**src/rtl/trace_cmd_dispatch_if.sv**
```systemverilog
// Trace-record input and cache-request output handshakes of trace_cmd_dispatch.
// The dispatcher takes the slave view; the reader/cache side takes the master view.
interface trace_cmd_dispatch_if #(
  parameter int ADDR_W      = 32,
  parameter int OFFSET_BITS = 6,
  parameter int INDEX_BITS  = 14
);
  localparam int TAG_BITS = ADDR_W - INDEX_BITS - OFFSET_BITS;

  logic                   in_valid;
  logic                   in_ready;
  logic [3:0]             in_cmd;
  logic [ADDR_W-1:0]      in_addr;

  logic                   req_valid;
  logic                   req_ready;
  logic [3:0]             req_cmd;
  logic [TAG_BITS-1:0]    req_tag;
  logic [INDEX_BITS-1:0]  req_index;
  logic [OFFSET_BITS-1:0] req_offset;

  modport slave (
    input  in_valid, in_cmd, in_addr, req_ready,
    output in_ready, req_valid, req_cmd, req_tag, req_index, req_offset
  );

  modport master (
    output in_valid, in_cmd, in_addr, req_ready,
    input  in_ready, req_valid, req_cmd, req_tag, req_index, req_offset
  );
endinterface

```
**src/rtl/trace_cmd_dispatch.sv**
```systemverilog
// Buffers trace records, issues one cache request per cycle, expands clear/print
// commands into per-set sweeps and keeps saturating per-command statistics.
module trace_cmd_dispatch #(
  parameter int ADDR_W      = 32,
  parameter int OFFSET_BITS = 6,
  parameter int INDEX_BITS  = 14,
  parameter int FIFO_DEPTH  = 8,
  parameter int CNT_W       = 32
) (
  input  logic                  clk,
  input  logic                  rst_n,
  trace_cmd_dispatch_if.slave   bus,
  output logic                  sweep_valid,
  output logic                  sweep_clear,
  output logic [INDEX_BITS-1:0] sweep_index,
  output logic                  busy,
  output logic                  illegal_cmd,
  output logic [CNT_W-1:0]      cnt_read,
  output logic [CNT_W-1:0]      cnt_write,
  output logic [CNT_W-1:0]      cnt_ifetch,
  output logic [CNT_W-1:0]      cnt_snoop
);
  localparam int TAG_BITS = ADDR_W - INDEX_BITS - OFFSET_BITS;
  localparam int PTR_W    = $clog2(FIFO_DEPTH);
  localparam int REC_W    = 4 + ADDR_W;

  typedef enum logic [1:0] {IDLE, CLEAR, DUMP} state_e;

  logic [REC_W-1:0]      mem_q [FIFO_DEPTH];
  logic [PTR_W:0]        wr_ptr_q, wr_ptr_d, rd_ptr_q, rd_ptr_d;
  state_e                state_q, state_d;
  logic [INDEX_BITS-1:0] idx_q, idx_d;
  logic [CNT_W-1:0]      cnt_q [4];
  logic [CNT_W-1:0]      cnt_d [4];

  logic                  empty, full, push, pop;
  logic                  head_live, head_is_req, req_fire;
  logic [3:0]            head_cmd;
  logic [ADDR_W-1:0]     head_addr;
  logic [1:0]            cnt_sel;

  assign empty = (wr_ptr_q == rd_ptr_q);
  assign full  = (wr_ptr_q[PTR_W] != rd_ptr_q[PTR_W]) &&
                 (wr_ptr_q[PTR_W-1:0] == rd_ptr_q[PTR_W-1:0]);
  assign push  = bus.in_valid && !full;

  assign {head_cmd, head_addr} = mem_q[rd_ptr_q[PTR_W-1:0]];
  assign head_live   = (state_q == IDLE) && !empty;
  assign head_is_req = (head_cmd <= 4'd4);
  assign req_fire    = head_live && head_is_req && bus.req_ready;
  // Non-request records (maintenance or illegal) leave the FIFO without a handshake.
  assign pop         = req_fire || (head_live && !head_is_req);
  // cmd 3 and 4 share the snoop counter.
  assign cnt_sel     = (head_cmd > 4'd2) ? 2'd3 : head_cmd[1:0];

  // Request fields are gated so stale FIFO storage never shows while idle.
  assign bus.in_ready   = !full;
  assign bus.req_valid  = head_live && head_is_req;
  assign bus.req_cmd    = bus.req_valid ? head_cmd : '0;
  assign bus.req_tag    = bus.req_valid ? head_addr[ADDR_W-1 -: TAG_BITS] : '0;
  assign bus.req_index  = bus.req_valid ? head_addr[OFFSET_BITS +: INDEX_BITS] : '0;
  assign bus.req_offset = bus.req_valid ? head_addr[OFFSET_BITS-1:0] : '0;

  assign illegal_cmd = head_live && !head_is_req && (head_cmd != 4'd8) && (head_cmd != 4'd9);
  assign sweep_valid = (state_q != IDLE);
  assign sweep_clear = (state_q == CLEAR);
  assign sweep_index = idx_q;
  assign busy        = !empty || (state_q != IDLE);

  assign cnt_read   = cnt_q[0];
  assign cnt_write  = cnt_q[1];
  assign cnt_ifetch = cnt_q[2];
  assign cnt_snoop  = cnt_q[3];

  always_comb begin
    wr_ptr_d = wr_ptr_q + (PTR_W+1)'(push);
    rd_ptr_d = rd_ptr_q + (PTR_W+1)'(pop);
    state_d  = state_q;
    idx_d    = idx_q;
    cnt_d    = cnt_q;
    case (state_q)
      IDLE: begin
        if (head_live && head_cmd == 4'd8)      state_d = CLEAR;
        else if (head_live && head_cmd == 4'd9) state_d = DUMP;
      end
      default: begin
        if (idx_q == '1) begin
          state_d = IDLE;
          idx_d   = '0;
        end else begin
          idx_d = idx_q + 1'b1;
        end
        if (state_q == CLEAR && idx_q == '0) begin
          for (int unsigned k = 0; k < 4; k++) cnt_d[k] = '0;
        end
      end
    endcase
    if (req_fire && cnt_q[cnt_sel] != '1) cnt_d[cnt_sel] = cnt_q[cnt_sel] + 1'b1;
  end

  always_ff @(posedge clk or negedge rst_n) begin
    if (!rst_n) begin
      wr_ptr_q <= '0;
      rd_ptr_q <= '0;
      state_q  <= IDLE;
      idx_q    <= '0;
      for (int unsigned k = 0; k < 4; k++) cnt_q[k] <= '0;
    end else begin
      wr_ptr_q <= wr_ptr_d;
      rd_ptr_q <= rd_ptr_d;
      state_q  <= state_d;
      idx_q    <= idx_d;
      for (int unsigned k = 0; k < 4; k++) cnt_q[k] <= cnt_d[k];
    end
  end

  always_ff @(posedge clk) begin
    if (push) mem_q[wr_ptr_q[PTR_W-1:0]] <= {bus.in_cmd, bus.in_addr};
  end
endmodule

```
**src/flat_wrapper.sv**
```systemverilog
// flat-port wrapper written by rule: the top's interface ports become plain ports
module trace_cmd_dispatch_flat 
#(
  parameter int ADDR_W      = 32,
  parameter int OFFSET_BITS = 6,
  parameter int INDEX_BITS  = 14,
  parameter int FIFO_DEPTH  = 8,
  parameter int CNT_W       = 32
)
  (clk, rst_n, sweep_valid, sweep_clear, sweep_index, busy, illegal_cmd, cnt_read, cnt_write, cnt_ifetch, cnt_snoop, bus_in_valid, bus_in_cmd, bus_in_addr, bus_req_ready, bus_in_ready, bus_req_valid, bus_req_cmd, bus_req_tag, bus_req_index, bus_req_offset);
  trace_cmd_dispatch_if #(.ADDR_W(ADDR_W), .OFFSET_BITS(OFFSET_BITS), .INDEX_BITS(INDEX_BITS)) bus_i ();
  input  logic clk;
  input  logic rst_n;
  output logic sweep_valid;
  output logic sweep_clear;
  output logic [INDEX_BITS-1:0] sweep_index;
  output logic busy;
  output logic illegal_cmd;
  output logic [CNT_W-1:0] cnt_read;
  output logic [CNT_W-1:0] cnt_write;
  output logic [CNT_W-1:0] cnt_ifetch;
  output logic [CNT_W-1:0] cnt_snoop;
  input wire logic [$bits(bus_i.in_valid)-1:0] bus_in_valid;
  input wire logic [$bits(bus_i.in_cmd)-1:0] bus_in_cmd;
  input wire logic [$bits(bus_i.in_addr)-1:0] bus_in_addr;
  input wire logic [$bits(bus_i.req_ready)-1:0] bus_req_ready;
  output wire logic [$bits(bus_i.in_ready)-1:0] bus_in_ready;
  output wire logic [$bits(bus_i.req_valid)-1:0] bus_req_valid;
  output wire logic [$bits(bus_i.req_cmd)-1:0] bus_req_cmd;
  output wire logic [$bits(bus_i.req_tag)-1:0] bus_req_tag;
  output wire logic [$bits(bus_i.req_index)-1:0] bus_req_index;
  output wire logic [$bits(bus_i.req_offset)-1:0] bus_req_offset;
  assign bus_i.in_valid = bus_in_valid;
  assign bus_i.in_cmd = bus_in_cmd;
  assign bus_i.in_addr = bus_in_addr;
  assign bus_i.req_ready = bus_req_ready;
  assign bus_in_ready = bus_i.in_ready;
  assign bus_req_valid = bus_i.req_valid;
  assign bus_req_cmd = bus_i.req_cmd;
  assign bus_req_tag = bus_i.req_tag;
  assign bus_req_index = bus_i.req_index;
  assign bus_req_offset = bus_i.req_offset;
  trace_cmd_dispatch #(.ADDR_W(ADDR_W), .OFFSET_BITS(OFFSET_BITS), .INDEX_BITS(INDEX_BITS), .FIFO_DEPTH(FIFO_DEPTH), .CNT_W(CNT_W)) u_core (.clk(clk), .rst_n(rst_n), .bus(bus_i), .sweep_valid(sweep_valid), .sweep_clear(sweep_clear), .sweep_index(sweep_index), .busy(busy), .illegal_cmd(illegal_cmd), .cnt_read(cnt_read), .cnt_write(cnt_write), .cnt_ifetch(cnt_ifetch), .cnt_snoop(cnt_snoop));
endmodule
```
**config.mk**
```make
export PLATFORM = sky130hd
export DESIGN_NAME = trace_cmd_dispatch_flat
export DESIGN_NICKNAME = d
export VERILOG_FILES = /design/src/rtl/trace_cmd_dispatch_if.sv /design/src/rtl/trace_cmd_dispatch.sv /design/src/flat_wrapper.sv
export SDC_FILE = /design/constraint.sdc
export NUM_CORES = 1
export LEC_CHECK = 0
export ABC_AREA = 1
export BUFFER_PORTS_ARGS = -buffer_cell sky130_fd_sc_hd__buf_2
export CAP_MARGIN = 20
export CORE_MARGIN = 5
export CORE_UTILIZATION = 35
export CTS_BUF_LIST = sky130_fd_sc_hd__clkbuf_4 sky130_fd_sc_hd__clkbuf_8
export CTS_CLUSTER_DIAMETER = 80
export DETAILED_ROUTE_END_ITERATION = 6
export PLACE_DENSITY = 0.56
export SYNTH_ARGS = -nofsm -noshare
export SYNTH_HDL_FRONTEND = slang
export SYNTH_SLANG_ARGS = --single-unit
```
**constraint.sdc**
```tcl
create_clock -name clk -period 4.7 [get_ports clk]
set_clock_uncertainty 0.2 [all_clocks]
set_input_delay 0.705 -clock clk [delete_from_list [all_inputs] [get_ports clk]]
set_output_delay 0.705 -clock clk [all_outputs]
set_load 0.05 [all_outputs]
```
==> summary.md <==
| Metric | Value |
|---|---|
| Status | `finished clean` |
| CP Data Arrival Time | `approximately 3500 ps` |
| # rows | `89` |
| Max-Cap Viols | `0` |
| Main synth FF type | `edfxtp_1` |
| PD cells | `717.5 nW/um2` |
| Psw | `8.551 mW` |
| Worst hold start | `bus_in_addr[11]` |
| Tot Pwr | `17.59 mW` |
| Unrepaired setup endpoints after global routing | `yes` |
| Synth area leader | `edfxtp_1` |
| Sequential fraction of the synthesis area | `0.5936` |
| NumNets Final | `2,596` |
| Final ANT Viol Nets | `0` |
| Post-route DRC | `0` |
| Fraction of registers with async set/reset | `0.3455` |
| Starting density of the core | `0.3541` |
| Total core area | `slightly below 60,000 um2` |
| VDD IR max | `~420 uV` |
| Clock root cell | `clkbuf_8` |
| Drt first pass iters | `5` |
| Die Area | `between 60,000 and 70,000 um2` |
| Yosys warnings | `0` |
| Crit share post-route | `0.9300` |
| Most numerous cell in the Yosys netlist | `nand2_1` |
| TritonCTS Buffers | `78` |
| Via density | `approximately 4.9` |
| Worst flop-to-flop path startpoint | `u_core.rd_ptr_q[0]` |
| DR iter-0 viols | `1,248` |
| CP max FO | `33` |
| Global route total overflow | `0` |
| P_int | `between 9 and 10 mW` |
| CP Class | `reg2out` |
| Crit path required time | `between 3000 and 4000 ps` |
| CP max stage delay | `between 600 and 700 ps` |
| Fin. max-slew vios | `0` |
| First-pass GRT wire length | `~93 mm` |
| Post-DP HPWL | `~38 mm` |
| Hold endpoint | `u_core.mem_q[6][11]` |
| Setup TNS Final | `0 ps` |
| Area added between synthesis and finish | `16.84%` |
| Placed insts | `3,238` |
| Top Layer Used | `met5` |
| Fill count | `approximately 5,900` |
| Vias | `between 15,000 and 20,000` |
| Max transition margin | `0.3555` |
| # H-tree levels | `3` |
| Syn Inst Count | `roughly 2,300` |
| Vias in the first global route | `between 15,000 and 20,000` |
| Number of flops mapped to enable cells by yosys | `about 290` |
| Final-report hold violation count | `0` |
| Yosys cell types | `between 40 and 50` |
| RR Endpoint | `u_core.cnt_snoop[5]` |
| Top post-synthesis cells by area | `edfxtp_1 (41%), dfrtp_1 (18%), nand2_1 (13%), nor2_1 (6.5%), inv_1 (3.8%)` |
| Largest net degree at the start of global routing | `~130` |
| Crit end category | `primary output` |
| Share of the synthesized area in the top cell type | `0.4123` |
| Crit path max-delay family | `simple AND/OR/NAND/NOR gates` |
| Layout Cells excl Fill | `roughly 3,400` |
| IO Count | `~220` |
| Post-Syn Nets | `2,372` |
| Worst slew pin tran | `slightly below 1000 ps` |
| Cell count of the worst reg-to-reg path | `18` |
| Clk_lat worst skew | `between 600 and 700 ps` |
| Hold path depth | `1` |
| CTS Buffer Depth | `3` |
| Gr usage total | `0.1830` |
| Combinational share of power | `0.492` |
| RePlAce Congestion | `approximately 0.87` |
| Flops & latches, synth | `440` |
| Die Y | `254.8 um` |
| Fmax | `between 0.2 and 0.25 GHz` |
| Slowest-stage cell, CP | `dfrtp_4` |
| Met3 wire len | `roughly 4.5 mm` |
| WL per Instance | `roughly 18 um` |
| Final WL | `61.13 mm` |
| Reg-to-reg setup timing slack | `roughly 400 ps` |
| CP Launch Type | `flop` |
| Layout cells sized above 1 | `0.1778` |
| Mapped cell area | `roughly 21,000 um2` |
| Crit-path cells | `inv_4 > nand2_1 > nand3_1 > nand3_1 > nand2_2 > nand2_2 > o21ai_0 > inv_1 > nor2_1 > inv_1 > buf_4 > nor2_1 > buf_2` |
| Post-layout min period | `around 4400 ps` |
| WP buf/inv | `5` |
| Final setup margin | `329.1 ps` |
| Final setup fails | `0` |
| Sequential share of power | `0.301` |
| Clk sink count | `440` |
| Metal2 WL | `28.23 mm` |
| Synthesized area per cell | `approximately 9.0 um2` |
| Port bufs | `~220` |
| Dpl ws | `about 300 ps` |
| Hold WC Path Type | `in2reg` |
| Initial antenna violation count | `9` |
| TritonCTS clock tree | `built` |
| Top cells by count, synth | `nand2_1 (736), nor2_1 (363), edfxtp_1 (288)` |
| Static Leak | `between 10 and 15 nW` |
| Sw frac | `0.4862` |
| Clock network fraction of total power | `0.207` |
| Die width | `254.8 um` |
| Hold Slack | `105.3 ps` |
| Met1 WL | `around 27 mm` |
| CTS clk-pin slew, worst paths | `approximately 60 ps` |
sequential cells by signal, summed over array words and instances (netlist names):
register and flops:
u_core.mem_q 288, u_core.cnt_ifetch 32, u_core.cnt_read 32, u_core.cnt_snoop 32
u_core.cnt_write 32, u_core.sweep_index 14, u_core.rd_ptr_q 4, u_core.wr_ptr_q 4
u_core.state_q 2
worst max-delay path by stage:
stage | start | endpoint | slack, ps | cells past startpoint
after CTS | u_core.rd_ptr_q[0] | bus_req_tag[11] | 20 | 6
final | u_core.rd_ptr_q[0] | bus_req_tag[8] | 330 | 13
after floorplan | u_core.state_q[1] | bus_req_index[13] | -470 | 7
after global routing | u_core.rd_ptr_q[0] | u_core.cnt_snoop[4] | -10 | 19
after global placement | u_core.rd_ptr_q[0] | u_core.cnt_snoop[5] | 400 | 18
after detailed placement | u_core.rd_ptr_q[0] | u_core.cnt_read[5] | 290 | 18
area by class of cell:
cell class              count  area, um2  area share
multi-input cells        1552       7174      0.2927
diodes                      5      12.51   0.0005105
inverters                 221      834.6     0.03405
clock inverters            33      266.5     0.01087
clock buffers             108       1336     0.05452
flip-flops and latches    440      12460      0.5082
repair buffers            255       1461     0.05963
well taps                 773      967.2     0.03946
stage by stage:
stage / area [um2] / utilization
2_1_floorplan: 20980 / -
3_3_place_gp: 22810 / 0.3851
3_5_place_dp: 22810 / 0.3851
4_1_cts: 24430 / 0.4123
5_1_grt: 24500 / 0.4136
6_report: 24510 / 0.4137
routing by layer:
layer | vias to the layer above | GRT usage
met5 | - | 0
met4 | 10 | 0.05707
met3 | 93 | 0.04532
met2 | 559 | 0.2913
met1 | 7910 | 0.2491
li1 | 7970 | -
power groups by stage:
stage          Combinational (mW)  Clock (mW)  Sequential (mW)
3_5_place_dp                 8.56           0             5.39
4_1_cts                      8.60        3.75             5.32
5_1_grt                      9.50        3.92             5.35
3_3_place_gp                 8.51           0             5.37
6_report                     8.65        3.65             5.29
2_1_floorplan                5.38           0             6.10
kinds of logic after synthesis:
family	count (synthesis)	share of synthesized area
adder cells (fa/ha/maj)	8	0.004772
flip-flops	440	0.5936
XOR/XNOR	24	0.01002
other	1	0.0001788
AO/OA/AOI/OAI	197	0.05738
AND/OR/NAND/NOR	1322	0.2657
buffers and inverters	332	0.06836
cells in the final DEF (no fill, tap or decap), types with 2 or more instances in the layout:
cell,Yosys,layout
nand3b_1,14,14
nand2_2,11,12
o32ai_1,29,29
xor2_1,16,16
o21ai_1,49,48
nor2_2,31,32
nand3_2,5,5
nor3_1,35,35
buf_6,11,2
nand3_4,4,4
xnor2_1,8,8
nor2_4,7,15
nand2_1,736,735
buf_12,0,5
a2111oi_1,0,2
buf_2,13,218
nand4_1,5,5
inv_2,3,3
buf_4,20,28
o21ai_0,9,9
clkbuf_8,0,84
o31ai_1,33,33
inv_1,214,213
a21oi_1,70,70
nand2_8,2,2
edfxtp_1,288,288
dfrtp_1,152,150
clkbuf_4,0,24
diode_2,0,5
nor2_8,5,5
inv_8,0,3
inv_4,1,2
ha_1,8,8
bufinv_16,0,3
nand3_1,98,98
clkinv_1,3,21
clkinv_2,0,5
nor2_1,363,354
worst register-to-register path: stages, from the launching register on:
cell	delay [ps]
dfrtp_4	630
inv_4	230
nand2_1	90
nand3_1	90
nand3_1	90
nand2_1	150
nand2_1	140
nor2_4	610
nand2_1	120
nand2_1	150
nor2_4	80
ha_1	240
nand2_1	120
nor2_4	60
nand2_2	120
nor2_4	70
nand2_8	120
nand3_4	530
o21ai_0	370
timing repair:
item | 4_1_cts | 5_1_grt
endpoints found under the setup margin | 0 | 132
buffers inserted | 0 | 1
hold buffers | 1 | 0
resized for setup | 0 | 9
endpoints found under the hold margin | 47 | 0
No activity file was read; power rests on OpenSTA's default activity.
